### src/rtl/numfmt_seq.sv
// Unsigned 16-bit to ASCII digit string converter (base 2..36) built on an
// external 16/8 divider. Digits are buffered, then streamed MSB first.
module numfmt_seq #(
  parameter int MAXDIG = 16
) (
  input  logic        clk,
  input  logic        rst,
  input  logic        start,
  input  logic [15:0] value,
  input  logic [7:0]  base,
  input  logic [4:0]  minw,
  output logic        busy,
  output logic        err,
  output logic        ch_valid,
  input  logic        ch_ready,
  output logic [7:0]  ch_data,
  output logic        ch_last,
  output logic        div_go,
  output logic [15:0] div_dividend,
  output logic [7:0]  div_divisor,
  input  logic        div_busy,
  input  logic [7:0]  div_quot,
  input  logic [7:0]  div_rem,
  input  logic        div_overflow
);

  localparam int CW = $clog2(MAXDIG + 1);
  localparam int IW = $clog2(MAXDIG);

  typedef enum logic [2:0] {
    IDLE, CHK, HI_GO, HI_WAIT, LO_GO, LO_WAIT, STORE, EMIT
  } state_t;

  state_t state, state_nx;

  logic [15:0]   n;
  logic [7:0]    b;
  logic [CW-1:0] w;
  logic [CW-1:0] count;
  logic [7:0]    qh;
  logic [7:0]    rh;
  logic [7:0]    digit;
  logic          seen;
  logic [7:0]    dig_buf [MAXDIG];

  logic [CW-1:0] count_inc;
  logic [CW-1:0] count_dec;
  logic [CW-1:0] w_min1;
  logic          stop;
  logic          div_done;
  logic [7:0]    digit_ascii;

  assign count_inc   = count + CW'(1);
  assign count_dec   = count - CW'(1);
  assign w_min1      = (w == '0) ? CW'(1) : w;
  assign stop        = ((n == 16'h0000) && (count_inc >= w_min1)) || (count_inc == CW'(MAXDIG));
  assign div_done    = seen && !div_busy;
  assign digit_ascii = (digit < 8'd10) ? (8'h30 + digit) : (8'h37 + digit);

  // A divide completes on the first low div_busy cycle after it was seen high.
  always_ff @(posedge clk) begin
    if (rst) begin
      state <= IDLE;
      n     <= '0;
      b     <= '0;
      w     <= '0;
      count <= '0;
      qh    <= '0;
      rh    <= '0;
      digit <= '0;
      seen  <= 1'b0;
    end else begin
      state <= state_nx;
      case (state)
        IDLE: begin
          if (start) begin
            n     <= value;
            b     <= base;
            w     <= (int'(minw) > MAXDIG) ? CW'(MAXDIG) : CW'(minw);
            count <= '0;
          end
        end
        HI_GO, LO_GO: seen <= 1'b0;
        HI_WAIT: begin
          if (div_busy) seen <= 1'b1;
          else if (seen) begin
            qh <= div_quot;
            rh <= div_rem;
          end
        end
        LO_WAIT: begin
          if (div_busy) seen <= 1'b1;
          else if (seen) begin
            n     <= {qh, div_quot};
            digit <= div_rem;
          end
        end
        STORE: count <= count_inc;
        EMIT: if (ch_ready) count <= count_dec;
        default: ;
      endcase
    end
  end

  always_ff @(posedge clk) begin
    if (state == STORE) dig_buf[count[IW-1:0]] <= digit_ascii;
  end

  always_comb begin
    state_nx     = state;
    busy         = (state != IDLE);
    err          = 1'b0;
    ch_valid     = 1'b0;
    ch_last      = 1'b0;
    ch_data      = 8'h00;
    div_go       = 1'b0;
    div_dividend = 16'h0000;
    div_divisor  = (state != IDLE) ? b : 8'h00;
    case (state)
      IDLE: if (start) state_nx = CHK;
      CHK: begin
        if ((b < 8'd2) || (b > 8'd36)) begin
          err      = 1'b1;
          state_nx = IDLE;
        end else begin
          state_nx = HI_GO;
        end
      end
      HI_GO: begin
        div_go       = 1'b1;
        div_dividend = {8'h00, n[15:8]};
        state_nx     = HI_WAIT;
      end
      HI_WAIT: begin
        div_dividend = {8'h00, n[15:8]};
        if (div_done) begin
          if (div_overflow) begin
            err      = 1'b1;
            state_nx = IDLE;
          end else begin
            state_nx = LO_GO;
          end
        end
      end
      LO_GO: begin
        div_go       = 1'b1;
        div_dividend = {rh, n[7:0]};
        state_nx     = LO_WAIT;
      end
      LO_WAIT: begin
        div_dividend = {rh, n[7:0]};
        if (div_done) begin
          if (div_overflow) begin
            err      = 1'b1;
            state_nx = IDLE;
          end else begin
            state_nx = STORE;
          end
        end
      end
      STORE: state_nx = stop ? EMIT : HI_GO;
      EMIT: begin
        ch_valid = 1'b1;
        ch_data  = dig_buf[count_dec[IW-1:0]];
        ch_last  = (count == CW'(1));
        if (ch_ready && (count == CW'(1))) state_nx = IDLE;
      end
      default: state_nx = IDLE;
    endcase
  end

endmodule

### config.mk
export PLATFORM = sky130hd
export DESIGN_NAME = numfmt_seq
export DESIGN_NICKNAME = d
export VERILOG_FILES = /design/src/rtl/numfmt_seq.sv
export SDC_FILE = /design/constraint.sdc
export NUM_CORES = 1
export LEC_CHECK = 0
export ABC_AREA = 1
export BUFFER_PORTS_ARGS = -buffer_cell sky130_fd_sc_hd__buf_4
export CORE_MARGIN = 3
export CORE_UTILIZATION = 50
export CTS_BUF_LIST = sky130_fd_sc_hd__clkbuf_2 sky130_fd_sc_hd__clkbuf_4 sky130_fd_sc_hd__clkbuf_8
export DETAILED_ROUTE_END_ITERATION = 8
export PLACE_DENSITY = 0.65
export SLEW_MARGIN = 20
export SYNTH_ARGS = -nofsm -noshare
export SYNTH_HDL_FRONTEND = slang
export SYNTH_SLANG_ARGS = --single-unit
export TNS_END_PERCENT = 5
### constraint.sdc
create_clock -name clk -period 2.6 [get_ports clk]
set_input_delay 0 -clock clk [delete_from_list [all_inputs] [get_ports clk]]
set_output_delay 0 -clock clk [all_outputs]
set_load 0.01 [all_outputs]
==> impl_results.md, run 1 <==
* Primary FF master, synth: edfxtp_1
* GP Congestion at slightly below 0.9
* Ant diodes at 0
* Crit Path Category: reg -> out
* Post-detail-place hpwl at roughly 14000 um
* Die X at 136 um
* Worst slew margin at a little under half
* Vias per cell at between 5 and 6
* GR Util All Layers at between 20% and 30%
* Final hold vios at 0
* Core Rows at 47
* Vias in the first global route at 6514
* Die height at 136 um
* TritonCTS Buffers at 17
* Share of layout cells above drive strength 1 at between 15 and 20%
* Die area at approximately 0.019 sq mm
* Min-Delay Path Class: in -> reg
* Area contributors post-synth: edfxtp_1 45%, dfxtp_1 15%, nand2_1 7.0%
* Synth Register Bits at 190
* Final Max Slew Viols at 0
* Yosys synthesis warning count at 0
* Finish-stage setup viols at 0
* FF-to-FF End: state[1]
* Sink Count at 190
* Final ANT Viol Nets at 0
* Nature of the critical path endpoint: output pin
* CTS root buffer: clkbuf_8
* FF/Latch Area at around 0.0051 sq mm
* Share of the synthesized area in the top cell type at between 40% and 50%
* Final setup margin at 0.168 ns
* Final instance area at ~0.011 sq mm
* Remaining DRCs at 0
* Pre-antenna DRT Iters at 5
* Worst Tran Pin Value at approximately 0.8 ns
* Routed wire length at around 21000 um
* Worst r2r src: count[0]
* DR WL/cell at roughly 16 um
* Sequential-to-total area share from yosys stat at 59.8%
* Setup WS pre-CTS at around 0.34 ns
* Cells on worst reg2reg path at 9
* Initial antenna violation count at 0
* CTS H-tree depth at 4
* Asr flop ratio synth at 0%
* Largest net degree at the start of global routing at 53
* Part of the cycle the worst path needs at roughly 94%
* Total Nets Final at ~1100
* Area grow syn2layout at 24.1%
* Fmax at 411 MHz
* Setup TNS at 0 ns
* Initial Util at about half
* Total core area at 0.0166 sq mm
* Clock-pin slew on the worst setup and hold paths at ~0.090 ns
* Worst Path Required at around 2.6 ns
* Critical path arrival at 2.43 ns
* Pwr per Cell Area at about 640 mW/mm^2
* Number of flops mapped to enable cells by yosys at 128
* Net count after synthesis at ~950
* Area leader, netlist: edfxtp_1
* First-pass GRT wire length at approximately 33000 um
* Initial DRC Count at 401
* Placed Area at between 0.009 and 0.01 sq mm
* Util after Layout at between 60% and 70%
* R2R setup slack at roughly 0.22 ns
* RSZ-0062 raised after global routing: true
* Worst Setup SP: count[1]
* Fillcell total at ~1400
* CP endpoint: ch_data[4]
* Worst skew pair latency at 0.46 ns
* Netlist cell types at between 40 and 50
* Peak VDD IR at 391 uV
* GR Overflow Total at 0
* Max Cap Viol at 0
* Leak at roughly 4.3 nW
* Cells after Synth at around 890
* Status: finished, final reports clean
* CTS tree: yes
* Io pins at 88
* Synthesized cell area at approximately 0.0085 sq mm
* Vias post-DR at between 6000 and 7000
* Syn_area_per_cell at 9.59 sq um
* Port Buffers at 87
* Multi-input logic area at a little under 0.003 sq mm
* CP Max Fanout at 15
* Shortest period the worst path allows at 2.43 ns
* Clk buf depth at 2
* CP Launch Type: flip-flop
* Setup Skew at 0.0118 ns
==> layout by cell type (no fill, tap or decap), types with 12 or more instances in the layout <==
cell type        n
nand3_1         60
dlygate4sd3_1   58
nor2_1         108
edfxtp_1       128
nand2_1        158
inv_1           66
o21ai_0         73
dfxtp_1         59
a21oi_1         79
buf_4          120
ha_1            12
clkbuf_8        17
o22ai_1         15
==> layout make-up <==
class / instances / area share (%)
multi-input combinational: 580 / 28.0
inverter: 76 / 2.78
clock inverter: 13 / 1.54
sequential: 190 / 48.2
clock buffer: 19 / 2.36
timing repair buffer: 181 / 14.6
tap: 220 / 2.61
==> where the power goes <==
group / switching [mW] / leakage, nW / internal (mW)
clock network: 1.02 / 0.200 / 0.976
registers: 0.0823 / 1.68 / 3.27
logic: 0.846 / 2.38 / 0.553
==> metrics by stage <==
| step | power, mW | instances | hold slack (ns) |
|---|---|---|---|
| after detailed placement | 4.67 | 1187 | 0.241 |
| after CTS | 6.75 | 1278 | 0.00745 |
| after global placement | 4.66 | 1187 | 0.236 |
| after floorplan | 4.29 | 887 | 0.0691 |
| final | 6.75 | 1279 | 0.0366 |
| after global routing | 7.07 | 1279 | 0.0425 |
==> timing repair <==
item	4_1_cts	5_1_grt
pin swaps	0	0
gates resized for setup	5	5
hold endpoints to repair	61	0
setup buffers	1	0
setup endpoints to repair	8	8
hold buffers	58	0
gates cloned	0	1
==> metal layers <==
metal | global-route usage, % | vias to the layer above | routed length [um]
li1 | - | 3376 | -
met1 | 31.0 | 3198 | 9340
met2 | 38.0 | 214 | 10100
met3 | 3.77 | 28 | 1040
met4 | 7.28 | 0 | 416
met5 | 0 | - | 0
==> sequential cells by signal, indices dropped and copies added, names as in the netlist <==
| name | count |
|---|---|
| count | 5 |
| n | 16 |
| rh | 8 |
| seen | 1 |
| qh | 8 |
| digit | 8 |
| w | 5 |
| dig_buf | 128 |
| state | 3 |
| b | 8 |
==> cells in the mapped netlist (2+ instances only) <==
cell,instances
a22o_1,8
buf_6,3
inv_4,2
nand4_1,3
nor3_1,6
o22ai_1,15
ha_1,13
o211a_1,9
nand2_1,158
nor2_1,108
nand2_2,2
clkbuf_1,23
a22oi_1,8
inv_2,5
a21oi_1,79
nand3_1,60
inv_1,69
o21ai_0,73
dfxtp_1,62
a211oi_1,9
edfxtp_1,128
o21ai_1,8
xor2_1,4
buf_2,14
nor2_2,2
==> worst min-delay path by stage <==
stage | from | endpoint | slack [ns] | cells after the start
6_report | start | w[2] | 0.04 | 4
5_1_grt | start | w[2] | 0.04 | 4
4_1_cts | start | w[2] | 0.007 | 4
3_5_place_dp | value[6] | n[6] | 0.24 | 3
3_3_place_gp | value[6] | n[6] | 0.24 | 3
2_1_floorplan | rst | state[1] | 0.07 | 1
==> critical path: stages (launching register included) <==
cell,delay (ns)
dfxtp_2,0.40
inv_2,0.08
ha_2,0.43
clkinvlp_4,0.16
buf_4,0.22
nand3_1,0.10
nand3_1,0.10
nand2_1,0.10
a21oi_1,0.05
nor2_1,0.18
buf_4,0.15
==> logic make-up after synthesis <==
logic type,Yosys count,synth area share (%)
xor gates and xnor gates,7,1.03
adders and majority gates,13,1.91
AOI/OAI and AO/OA,216,14.6
buffers and inverters,117,5.69
DFF,190,59.8
and+or+nand+nor,344,17.0
Note: power is estimated with default switching activity, not from simulation.
==> run 2: changes to the inputs <==
CORE_MARGIN = default   (was 3)
==> run 2 against run 1 <==
Routed wire length shrank 3.7%. Worst setup slack got worse by 0.035 ns. Register-to-register slack improved by 0.21 ns. Cell count hardly changed. Cell area fell by 1.0%. Sequential power is essentially flat. Clock power fell by 15%. Clock-buffer cell count unchanged. Via count shrank 0.81%. Non-clock buffer count fell by 1. Global-route usage increased by 1.0 points. Largest power group unchanged.
==> impl_results.md, run 2 (synthesis results as in run 1) <==
* Remaining DRCs at 0 (unchanged)
* FF-to-FF End: dig_buf[14][7]
* CTS H-tree depth at 4 (unchanged)
* Worst path cell trace: inv_4 -> ha_2 -> clkinvlp_4 -> buf_4 -> o21ai_0 -> o22ai_1 -> nand2_1 -> nand3_1 -> nand2_1 -> nor2_1 -> buf_4
* Fillcell total at 1411 (+2.9%)
* WP buf/inv at 4 (unchanged)
* DR WL/cell at 15.8 um (-3.7%)
* Vias per cell at 5.29 (-0.73%)
* Crit Path Category: reg -> out
* Worst skew pair latency at 0.46 ns (about the same)
* Finish-stage setup viols at 0 (unchanged)
* Min-Delay Path Class: in -> reg
* Peak VDD IR at 299 uV (-23%)
* Worst r2r src: digit[4]
* Top cell family by delay on the critical path: buffers and inverters
* Largest register FFs at 128 (unchanged)
* Final hold vios at 0 (unchanged)
* Shortest period the worst path allows at 2.47 ns (+0.0349 ns)
* Initial DRC Count at 513 (+28%)
* Final ANT Viol Nets at 0 (unchanged)
* Area grow syn2layout at 22.8%
* Setup Skew at 0.0139 ns (+0.00208 ns)
* Worst hold margin at 0.0208 ns (-0.0158 ns)
* Pwr per Cell Area at 613 mW/mm^2 (-4.1%)
* Die area at 0.0175 sq mm (-5.8%)
* Clock-pin slew on the worst setup and hold paths at 0.09 ns (about the same)
* Setup TNS at 0 ns (unchanged)
* CTS tree: yes
* Non-Filler Instances at 1278 (-0.078%)
* Total Nets Final at 1109 (-0.090%)
* Sink Count at 190 (unchanged)
* CTS root buffer: clkbuf_8
* Total core area at 0.0166 sq mm (-0.35%)
* GR Overflow Total at 0 (unchanged)
* Post-detail-place hpwl at 13000 um (-4.0%)
* Leak at 4.23 nW (-0.61%)
* GP Congestion at 0.816 (-7.7%)
* CP Launch Type: flip-flop
* Part of the cycle the worst path needs at 94.9% (+1.3 points)
* Fmax at 405 MHz (-1.4%)
* R2R setup slack at 0.43 ns (+0.21 ns)
* TritonCTS Buffers at 17 (unchanged)
* Worst Tran Pin Value at 0.766 ns (-0.0372 ns)
* Nature of the critical path endpoint: output pin
* Critical path arrival at 2.47 ns (+0.04 ns)
* Die X at 132 um (-2.9%)
* Min-delay src: div_overflow
* Cells on worst reg2reg path at 7 (-2)
* Die height at 132 um (-2.9%)
* Clk buf depth at 2 (unchanged)
* WHS Endpoint: state[1]
* Slowest-stage cell, CP: dfxtp_2
* Pre-antenna DRT Iters at 5 (unchanged)
* Vias in the first global route at 6538 (+0.37%)
* Largest net degree at the start of global routing at 40 (-25%)
* Most common cell after layout, fill and taps aside: nand2_1
* Port Buffers at 87 (unchanged)
* Dpl cells at 1190 (+0.25%)
* Final Max Slew Viols at 0 (unchanged)
* CP Max Fanout at 16 (+1)
* Commonest cells after routing, fill and taps aside: 158 x nand2_1, 128 x edfxtp_1, 123 x buf_4, 108 x nor2_1, 79 x a21oi_1
* Ant diodes at 0 (unchanged)
* Core Rows at 47 (unchanged)
* First-pass GRT wire length at 32700 um (-1.0%)
* Vias post-DR at 6761 (-0.81%)
* RSZ-0062 raised after global routing: false
* CP max stage delay at 0.35 ns (-0.08 ns)
* Routed wire length at 20100 um (-3.7%)
* Worst slew margin at 48.9% (+3.0 points)
* Io pins at 88 (unchanged)
* Hold Crit Depth at 6 (+2)
* Worst Path Required at 2.60 ns (about the same)
* Status: finished, final reports clean
* Initial Util at 51.3% (+0.18 points)
* Max Cap Viol at 0 (unchanged)
* GR Util All Layers at 24.0% (+1.0 points)
* Share of layout cells above drive strength 1 at 16.9% (-0.27 points)
* Initial antenna violation count at 0 (unchanged)
==> run 2: cell types whose count changed in the layout (fill, tap and decap cells not counted), moves of 3 or more <==
cell,change
buf_4,+3
inv_4,+3
inv_1,+5
dlygate4sd3_1,-3
bufinv_16,-3
==> run 2: timing repair <==
action                                 in CTS  in global routing
setup endpoints to repair                   8                  8
hold buffers                               55                  0
pin swaps                                   0                  0
buffers inserted                            1                  0
endpoints found under the hold margin      57                  0
resized for setup                           2                  4
gates cloned                                0                  0
==> run 2: final cells by class <==
class / count / area (sq um) / share of cell area, %
Clock buffer: 19 / 262 / 2.50
Timing Repair Buffer: 180 / 1510 / 14.4
Inverter: 76 / 297 / 2.84
Sequential cell: 190 / 5090 / 48.7
Clock inverter: 13 / 75.1 / 0.718
Tap cell: 220 / 275 / 2.63
Multi-Input combinational cell: 580 / 2950 / 28.2
==> run 2: worst register-to-register path, stage by stage (launching register included) <==
cell and delay [ns]:
dfxtp_1 0.33, inv_1 0.11, ha_1 0.19, nand3_1 0.10, nor2_1 0.16, nor2_1 0.07, o21ai_0 0.30, xor2_2 0.60
==> run 2: per-stage QoR <==
| stage | instance area, sq um | power [mW] | setup WS, ns | util, % |
|---|---|---|---|---|
| after floorplan | 8510 | 4.29 | 0.442 | - |
| after global placement | 9530 | 4.68 | 0.297 | 57.5 |
| after detailed placement | 9530 | 4.68 | 0.233 | 57.5 |
| after CTS | 10400 | 6.43 | 0.0486 | 62.9 |
| after global routing | 10400 | 6.73 | 0.00646 | 63.0 |
| final | 10400 | 6.40 | 0.133 | 63.0 |
==> run 2: power breakdown <==
part	switching, mW	leakage, nW	total, mW	internal [mW]
Clock	0.989	0.188	1.69	0.698
Combinational	0.834	2.37	1.37	0.531
Sequential	0.0797	1.68	3.35	3.27
==> run 2: worst max path at each step <==
stage                  start             to  cells after the start
floorplan           count[0]     ch_data[6]                     10
global placement    digit[4]  dig_buf[0][7]                      7
detailed placement  digit[4]  dig_buf[1][7]                      7
CTS                 count[1]     ch_data[3]                     11
global route        count[0]     ch_data[5]                     11
finish              count[0]     ch_data[3]                     11
==> run 2: per-layer routing <==
layer,routed length (um),global-route usage [%]
met5,0,0
met4,347,7.79
met2,9860,40.7
met1,8860,31.2
met3,1060,4.14
